**config.mk**
```make
export PLATFORM = sky130hd
export DESIGN_NAME = fixedpt_iter_mult_radix
export DESIGN_NICKNAME = d
export VERILOG_FILES = /design/src/rtl/fixedpt_mult_pkg.sv /design/src/rtl/fixedpt_mult_digit_pp.sv /design/src/rtl/fixedpt_iter_mult_radix.sv
export SDC_FILE = /design/constraint.sdc
export NUM_CORES = 1
export LEC_CHECK = 0
export CAP_MARGIN = 20
export CORE_ASPECT_RATIO = 0.75
export CORE_MARGIN = 1
export CORE_UTILIZATION = 31
export CTS_CLUSTER_DIAMETER = 80
export DETAILED_ROUTE_END_ITERATION = 12
export SLEW_MARGIN = 20
export SYNTH_ARGS = -nofsm -noshare
export SYNTH_HDL_FRONTEND = slang
export SYNTH_SLANG_ARGS = --single-unit
```
**constraint.sdc**
```tcl
create_clock -name clk -period 10.1 [get_ports clk]
set_input_delay 2.02 -clock clk [delete_from_list [all_inputs] [get_ports clk]]
set_output_delay 2.02 -clock clk [all_outputs]
set_load 0.1 [all_outputs]
```
**src/rtl/fixedpt_mult_pkg.sv**
```systemverilog
// fixedpt_mult_pkg: shared state encoding and sizing helpers for the iterative fixed-point multiplier
package fixedpt_mult_pkg;
    typedef enum logic [1:0] {IDLE, CALC, DONE} state_t;

    function automatic int iter_count(input int n, input int k);
        return n / k;
    endfunction

    function automatic int cnt_width(input int n, input int k);
        return $clog2(n / k + 1);
    endfunction
endpackage

```
**src/rtl/fixedpt_mult_digit_pp.sv**
```systemverilog
// fixedpt_mult_digit_pp: multiplicand times one k-bit digit; the last digit is taken as signed
module fixedpt_mult_digit_pp #(
    parameter int n = 32,
    parameter int k = 2
) (
    input  logic [2*n-1:0] i_mcand,
    input  logic [k-1:0]   i_digit,
    input  logic           i_last,
    output logic [2*n-1:0] o_pp
);
    logic [2*n-1:0] w_digit;

    // Only the final digit carries the sign of b, so its top bit weighs -2^(k-1).
    assign w_digit = (2*n)'($signed({i_last & i_digit[k-1], i_digit}));
    assign o_pp    = i_mcand * w_digit;
endmodule

```
**src/rtl/fixedpt_iter_mult_radix.sv**
```systemverilog
// fixedpt_iter_mult_radix: c = (a*b) >>> d, k multiplier bits per cycle, val/rdy on both sides
// Define FIXEDPT_MULT_ROUND_EN for round-half-up instead of truncation toward -inf.
module fixedpt_iter_mult_radix
    import fixedpt_mult_pkg::*;
#(
    parameter int n = 32,
    parameter int d = 16,
    parameter int k = 2
) (
    input  logic           clk,
    input  logic           reset,
    input  logic           recv_val,
    output logic           recv_rdy,
    input  logic [2*n-1:0] recv_msg,
    output logic           send_val,
    input  logic           send_rdy,
    output logic [n-1:0]   send_msg
);
    localparam int ITER = iter_count(n, k);
    localparam int CW = cnt_width(n, k);
    localparam logic [CW-1:0] LAST = CW'(ITER - 1);

    state_t         r_state, w_next;
    logic [CW-1:0]  r_cnt;
    logic [2*n-1:0] r_mcand, r_acc, w_pp, w_acc_rnd;
    logic [n-1:0]   r_mplier, w_res;
    logic           w_last, w_accept;

    assign w_last   = r_cnt == LAST;
    assign w_accept = recv_val & recv_rdy;

    fixedpt_mult_digit_pp #(.n(n), .k(k)) u_pp (
        .i_mcand(r_mcand),
        .i_digit(r_mplier[k-1:0]),
        .i_last (w_last),
        .o_pp   (w_pp)
    );

    always_comb begin
        w_next   = r_state;
        recv_rdy = 1'b0;
        send_val = 1'b0;
        case (r_state)
            IDLE: begin
                recv_rdy = 1'b1;
                w_next   = recv_val ? CALC : IDLE;
            end
            CALC: w_next = w_last ? DONE : CALC;
            DONE: begin
                send_val = 1'b1;
                recv_rdy = send_rdy;
                w_next   = !send_rdy ? DONE : (recv_val ? CALC : IDLE);
            end
            default: w_next = IDLE;
        endcase
    end

`ifdef FIXEDPT_MULT_ROUND_EN
    generate
        if (d == 0) begin : g_rnd
            assign w_acc_rnd = r_acc;
        end else begin : g_rnd
            assign w_acc_rnd = r_acc + ((2*n)'(1) << (d - 1));
        end
    endgenerate
`else
    assign w_acc_rnd = r_acc;
`endif

    assign w_res    = n'($signed(w_acc_rnd) >>> d);
    assign send_msg = (r_state == DONE) ? w_res : '0;

    always_ff @(posedge clk) begin
        if (reset) begin
            r_state  <= IDLE;
            r_cnt    <= '0;
            r_acc    <= '0;
            r_mcand  <= '0;
            r_mplier <= '0;
        end else begin
            r_state <= w_next;
            if (w_accept) begin
                r_mcand  <= {{n{recv_msg[2*n-1]}}, recv_msg[2*n-1:n]};
                r_mplier <= recv_msg[n-1:0];
                r_acc    <= '0;
                r_cnt    <= '0;
            end else if (r_state == CALC) begin
                r_acc    <= r_acc + w_pp;
                r_mcand  <= r_mcand << k;
                r_mplier <= r_mplier >> k;
                r_cnt    <= r_cnt + CW'(1);
            end
        end
    end
endmodule

```
==> metrics.yaml <==
run_status:
  status: "completed"
cts:
  worst_skew_pair.late_latency_ps: 440
  cts-buffers-inserted: 17
  buffer_cell_driving_the_clock_tree_root: "sky130_fd_sc_hd__clkbuf_16"
  clk_pin_slew_worst_paths_ps: 60
  cts_setup_buffers: 0
  cts_repair_resize_count: 0
  clkSinkCount: 135
  cts-htree-levels: 4
  max-clock-path-buffers: 2
  cts-hold-fix-buffers: 0
  cts_tree: "done"
logic_synthesis:
  ys_dominant_reg_cell: "sky130_fd_sc_hd__dfxtp_1"
  synth-edff-count: 0
  syn-cell-area_sq_um: 11300
  syn_inst: 1357
  number_of_synthesis_warnings: 0
  async_reset_ff_share_pct: 0
  synth.distinct_cells: 66
  mean_area_per_synthesized_cell_sq_um: 8.34
  synth_sequential_area_ratio_pct: 23.9
  synth_seq_cells: 135
  postSynthNetCount: 1612
timing:
  grt_setup_unrepaired: "no"
  tightest_slew_ps: 1000
  timing.final.hold_violations: 0
  maxSlewViolCount: 0
  fin_crit_sh_pct: 58.9
  fin_setup_tns_ps: 0
  final.setup_skew_ps: 15.3
  maxClockFrequency_ghz: 0.168
  final_setup_violation_count: 0
  fin_crit_ps: 5950
  maxSlewHeadroom_pct: 33.1
drt:
  detailedRoute.firstPassIterationCount: 5
  drt_wl_total_um: 32000
  drc_errors: 0
  drt_iter0_markers: 662
  routed_wirelength_normalized_by_instance_count_um: 17.0
  avgViaCountPerCell: 5.22
  detail-route-antenna-nets: 0
  routed-via-count: 9857
die:
  core_region_area_sq_um: 35900
  chipWidth_um: 223
  num_rows: 60
  io_pins: 102
  die_h_um: 167
  area_of_the_die_sq_um: 37300
  initial_utilization_pct: 31.5
global_route:
  grt_start_max_net_pins: 73
  grt_use_total_pct: 17.5
  grt_pass1_vias: 9710
  overflow: 0
  antenna_found_initial: 0
  grt_pass1_wl_um: 52100
pwr:
  total_power_uw: 1490
  max-vdd-ir-drop_mv: 0.0815
  static_leak_uw: 0.00581
  power-per-cell-area_nw_per_um2: 112
min_path:
  holdCritStartpoint: "r_mplier[27]"
  min-delay-path-class: "reg2reg"
  holdPathStages: 2
  hold_path_end: "r_mplier[27]"
job:
  max_cap_violations: 0
cells_and_area:
  nets: 1666
  regArea_sq_um: 2700
  final_layout_size_suffix_gt1_share_pct: 6.18
  multi_input_area_sq_um: 8230
  final.fill_count: 3727
  syn2layout_area_growth_pct: 17.6
critical_path:
  required_time_of_the_worst_setup_path_ps: 8080
  setup.worst_path.class: "in2out"
  critical_path.max_fanout: 3
  cp_common_cell: "sky130_fd_sc_hd__clkdlybuf4s50_1"
  critical_path.cell_chain: "clkdlybuf4s50_1, inv_1, a21oi_1, clkdlybuf4s50_1"
  rr_worst_depth: 21
  critPathArrivalTime_ps: 3930
  r2r-start: "r_cnt[0]"
  cp_slowest_stage_delay_ps: 1180
  worst_reg2reg_endpoint: "r_acc[38]"
  setup.worst_path.start_class: "input port"
  worst-path-buf-inv: 3
  cp-end-kind: "output port"
  worst_path_dominant_cell_family: "buffers and inverters"
  timing.critical_path.slowest_stage_cell: "sky130_fd_sc_hd__clkdlybuf4s50_1"
  rrSetupSlack_ps: 4550
place:
  globalplace.congestion: 0.871
  dp_hpwl_um: 22700
  portBuffers: 101
[kinds of logic after synthesis]
| kind of cell | after synthesis | synth area share, % |
|---|---|---|
| flip-flops | 135 | 23.9 |
| buffers and inverters | 108 | 3.63 |
| AND/OR/NAND/NOR | 561 | 23.4 |
| adder cells (fa/ha/maj) | 187 | 26.8 |
| AO/OA/AOI/OAI | 324 | 19.1 |
| XOR/XNOR | 40 | 3.09 |
| multiplexers | 2 | 0.177 |
[power by group]
part           leakage (uW)  internal (uW)  switching [uW]
clock              0.000283            361             272
sequential          0.00110            564            33.2
combinational       0.00442            102             158
total               0.00581           1030             463
[layer usage]
metal / track usage [%] / part of all wire [%] / vias up
met5: 0 / 0 / -
met4: 4.32 / 1.4 / 0
met3: 3.12 / 4.6 / 29
met2: 27.0 / 44 / 236
met1: 25.2 / 50 / 4790
li1: - / - / 4802
[Yosys cell counts (7+ instances only)]
| library cell | number | area share [%] |
|---|---|---|
| sky130_fd_sc_hd__a21oi_1 | 116 | 5.1 |
| sky130_fd_sc_hd__buf_1 | 7 | 0.23 |
| sky130_fd_sc_hd__and2_1 | 123 | 6.8 |
| sky130_fd_sc_hd__a311oi_1 | 29 | 2.2 |
| sky130_fd_sc_hd__nor2_1 | 109 | 3.6 |
| sky130_fd_sc_hd__fa_1 | 92 | 16 |
| sky130_fd_sc_hd__a31oi_1 | 26 | 1.4 |
| sky130_fd_sc_hd__clkbuf_1 | 69 | 2.3 |
| sky130_fd_sc_hd__nand3_1 | 25 | 1.1 |
| sky130_fd_sc_hd__inv_1 | 28 | 0.93 |
| sky130_fd_sc_hd__dfxtp_1 | 135 | 24 |
| sky130_fd_sc_hd__xor2_1 | 14 | 1.1 |
| sky130_fd_sc_hd__a211oi_1 | 9 | 0.60 |
| sky130_fd_sc_hd__xnor2_1 | 26 | 2.0 |
| sky130_fd_sc_hd__o21ai_0 | 40 | 1.8 |
| sky130_fd_sc_hd__a21o_1 | 17 | 1.1 |
| sky130_fd_sc_hd__nand2b_1 | 7 | 0.39 |
| sky130_fd_sc_hd__a22oi_1 | 31 | 2.1 |
| sky130_fd_sc_hd__and3_1 | 11 | 0.61 |
| sky130_fd_sc_hd__nand2_1 | 237 | 7.9 |
| sky130_fd_sc_hd__ha_1 | 95 | 11 |
| sky130_fd_sc_hd__nand4_1 | 10 | 0.55 |
[area by class of cell]
cell class                 count  share of cell area (%)
clock inverter                12                   0.874
tap                          465                    4.37
multi-input combinational   1114                    61.8
timing repair buffer         115                    8.34
inverter                      28                   0.789
antenna                        1                  0.0188
sequential                   135                    20.3
clock buffer                  20                    3.50
[sequential cells by signal, indices dropped and copies added (netlist names)]
| signal | flops |
|---|---|
| r_mcand | 48 |
| r_cnt | 5 |
| r_state | 2 |
| r_acc | 48 |
| r_mplier | 32 |
[tightest hold or removal path, stage by stage (launching register included)]
cell and delay [ps]:
sky130_fd_sc_hd__dfxtp_1 310, sky130_fd_sc_hd__nand2_1 50, sky130_fd_sc_hd__a21oi_1 50
[worst max-delay path by stage]
stage | from | end | depth (start not counted)
after global placement | send_rdy | recv_rdy | 4
after floorplan | send_rdy | recv_rdy | 2
after CTS | send_rdy | recv_rdy | 4
final | send_rdy | recv_rdy | 4
after global routing | send_rdy | recv_rdy | 4
after detailed placement | send_rdy | recv_rdy | 4
[per-stage QoR]
| stage | instances | hold WS [ps] | utilization [%] | setup WS, ps | area, sq um |
|---|---|---|---|---|---|
| 2_1_floorplan | 1357 | 436 | - | 4490 | 11300 |
| 3_3_place_gp | 1857 | 442 | 35.5 | 4140 | 12700 |
| 3_5_place_dp | 1857 | 447 | 35.5 | 4140 | 12700 |
| 4_1_cts | 1889 | 456 | 37.1 | 4130 | 13300 |
| 5_1_grt | 1889 | 477 | 37.1 | 4100 | 13300 |
| 6_report | 1890 | 454 | 37.1 | 4150 | 13300 |
[cells in the final DEF (no fill, tap or decap), types with 29 or more instances in the layout]
cell type / n
sky130_fd_sc_hd__a21oi_1: 116
sky130_fd_sc_hd__a22oi_1: 31
sky130_fd_sc_hd__a311oi_1: 29
sky130_fd_sc_hd__and2_1: 123
sky130_fd_sc_hd__clkdlybuf4s50_1: 100
sky130_fd_sc_hd__dfxtp_1: 135
sky130_fd_sc_hd__fa_1: 92
sky130_fd_sc_hd__ha_1: 95
sky130_fd_sc_hd__nand2_1: 236
sky130_fd_sc_hd__nor2_1: 108
sky130_fd_sc_hd__o21ai_0: 40
(Power assumes the default switching activity.)
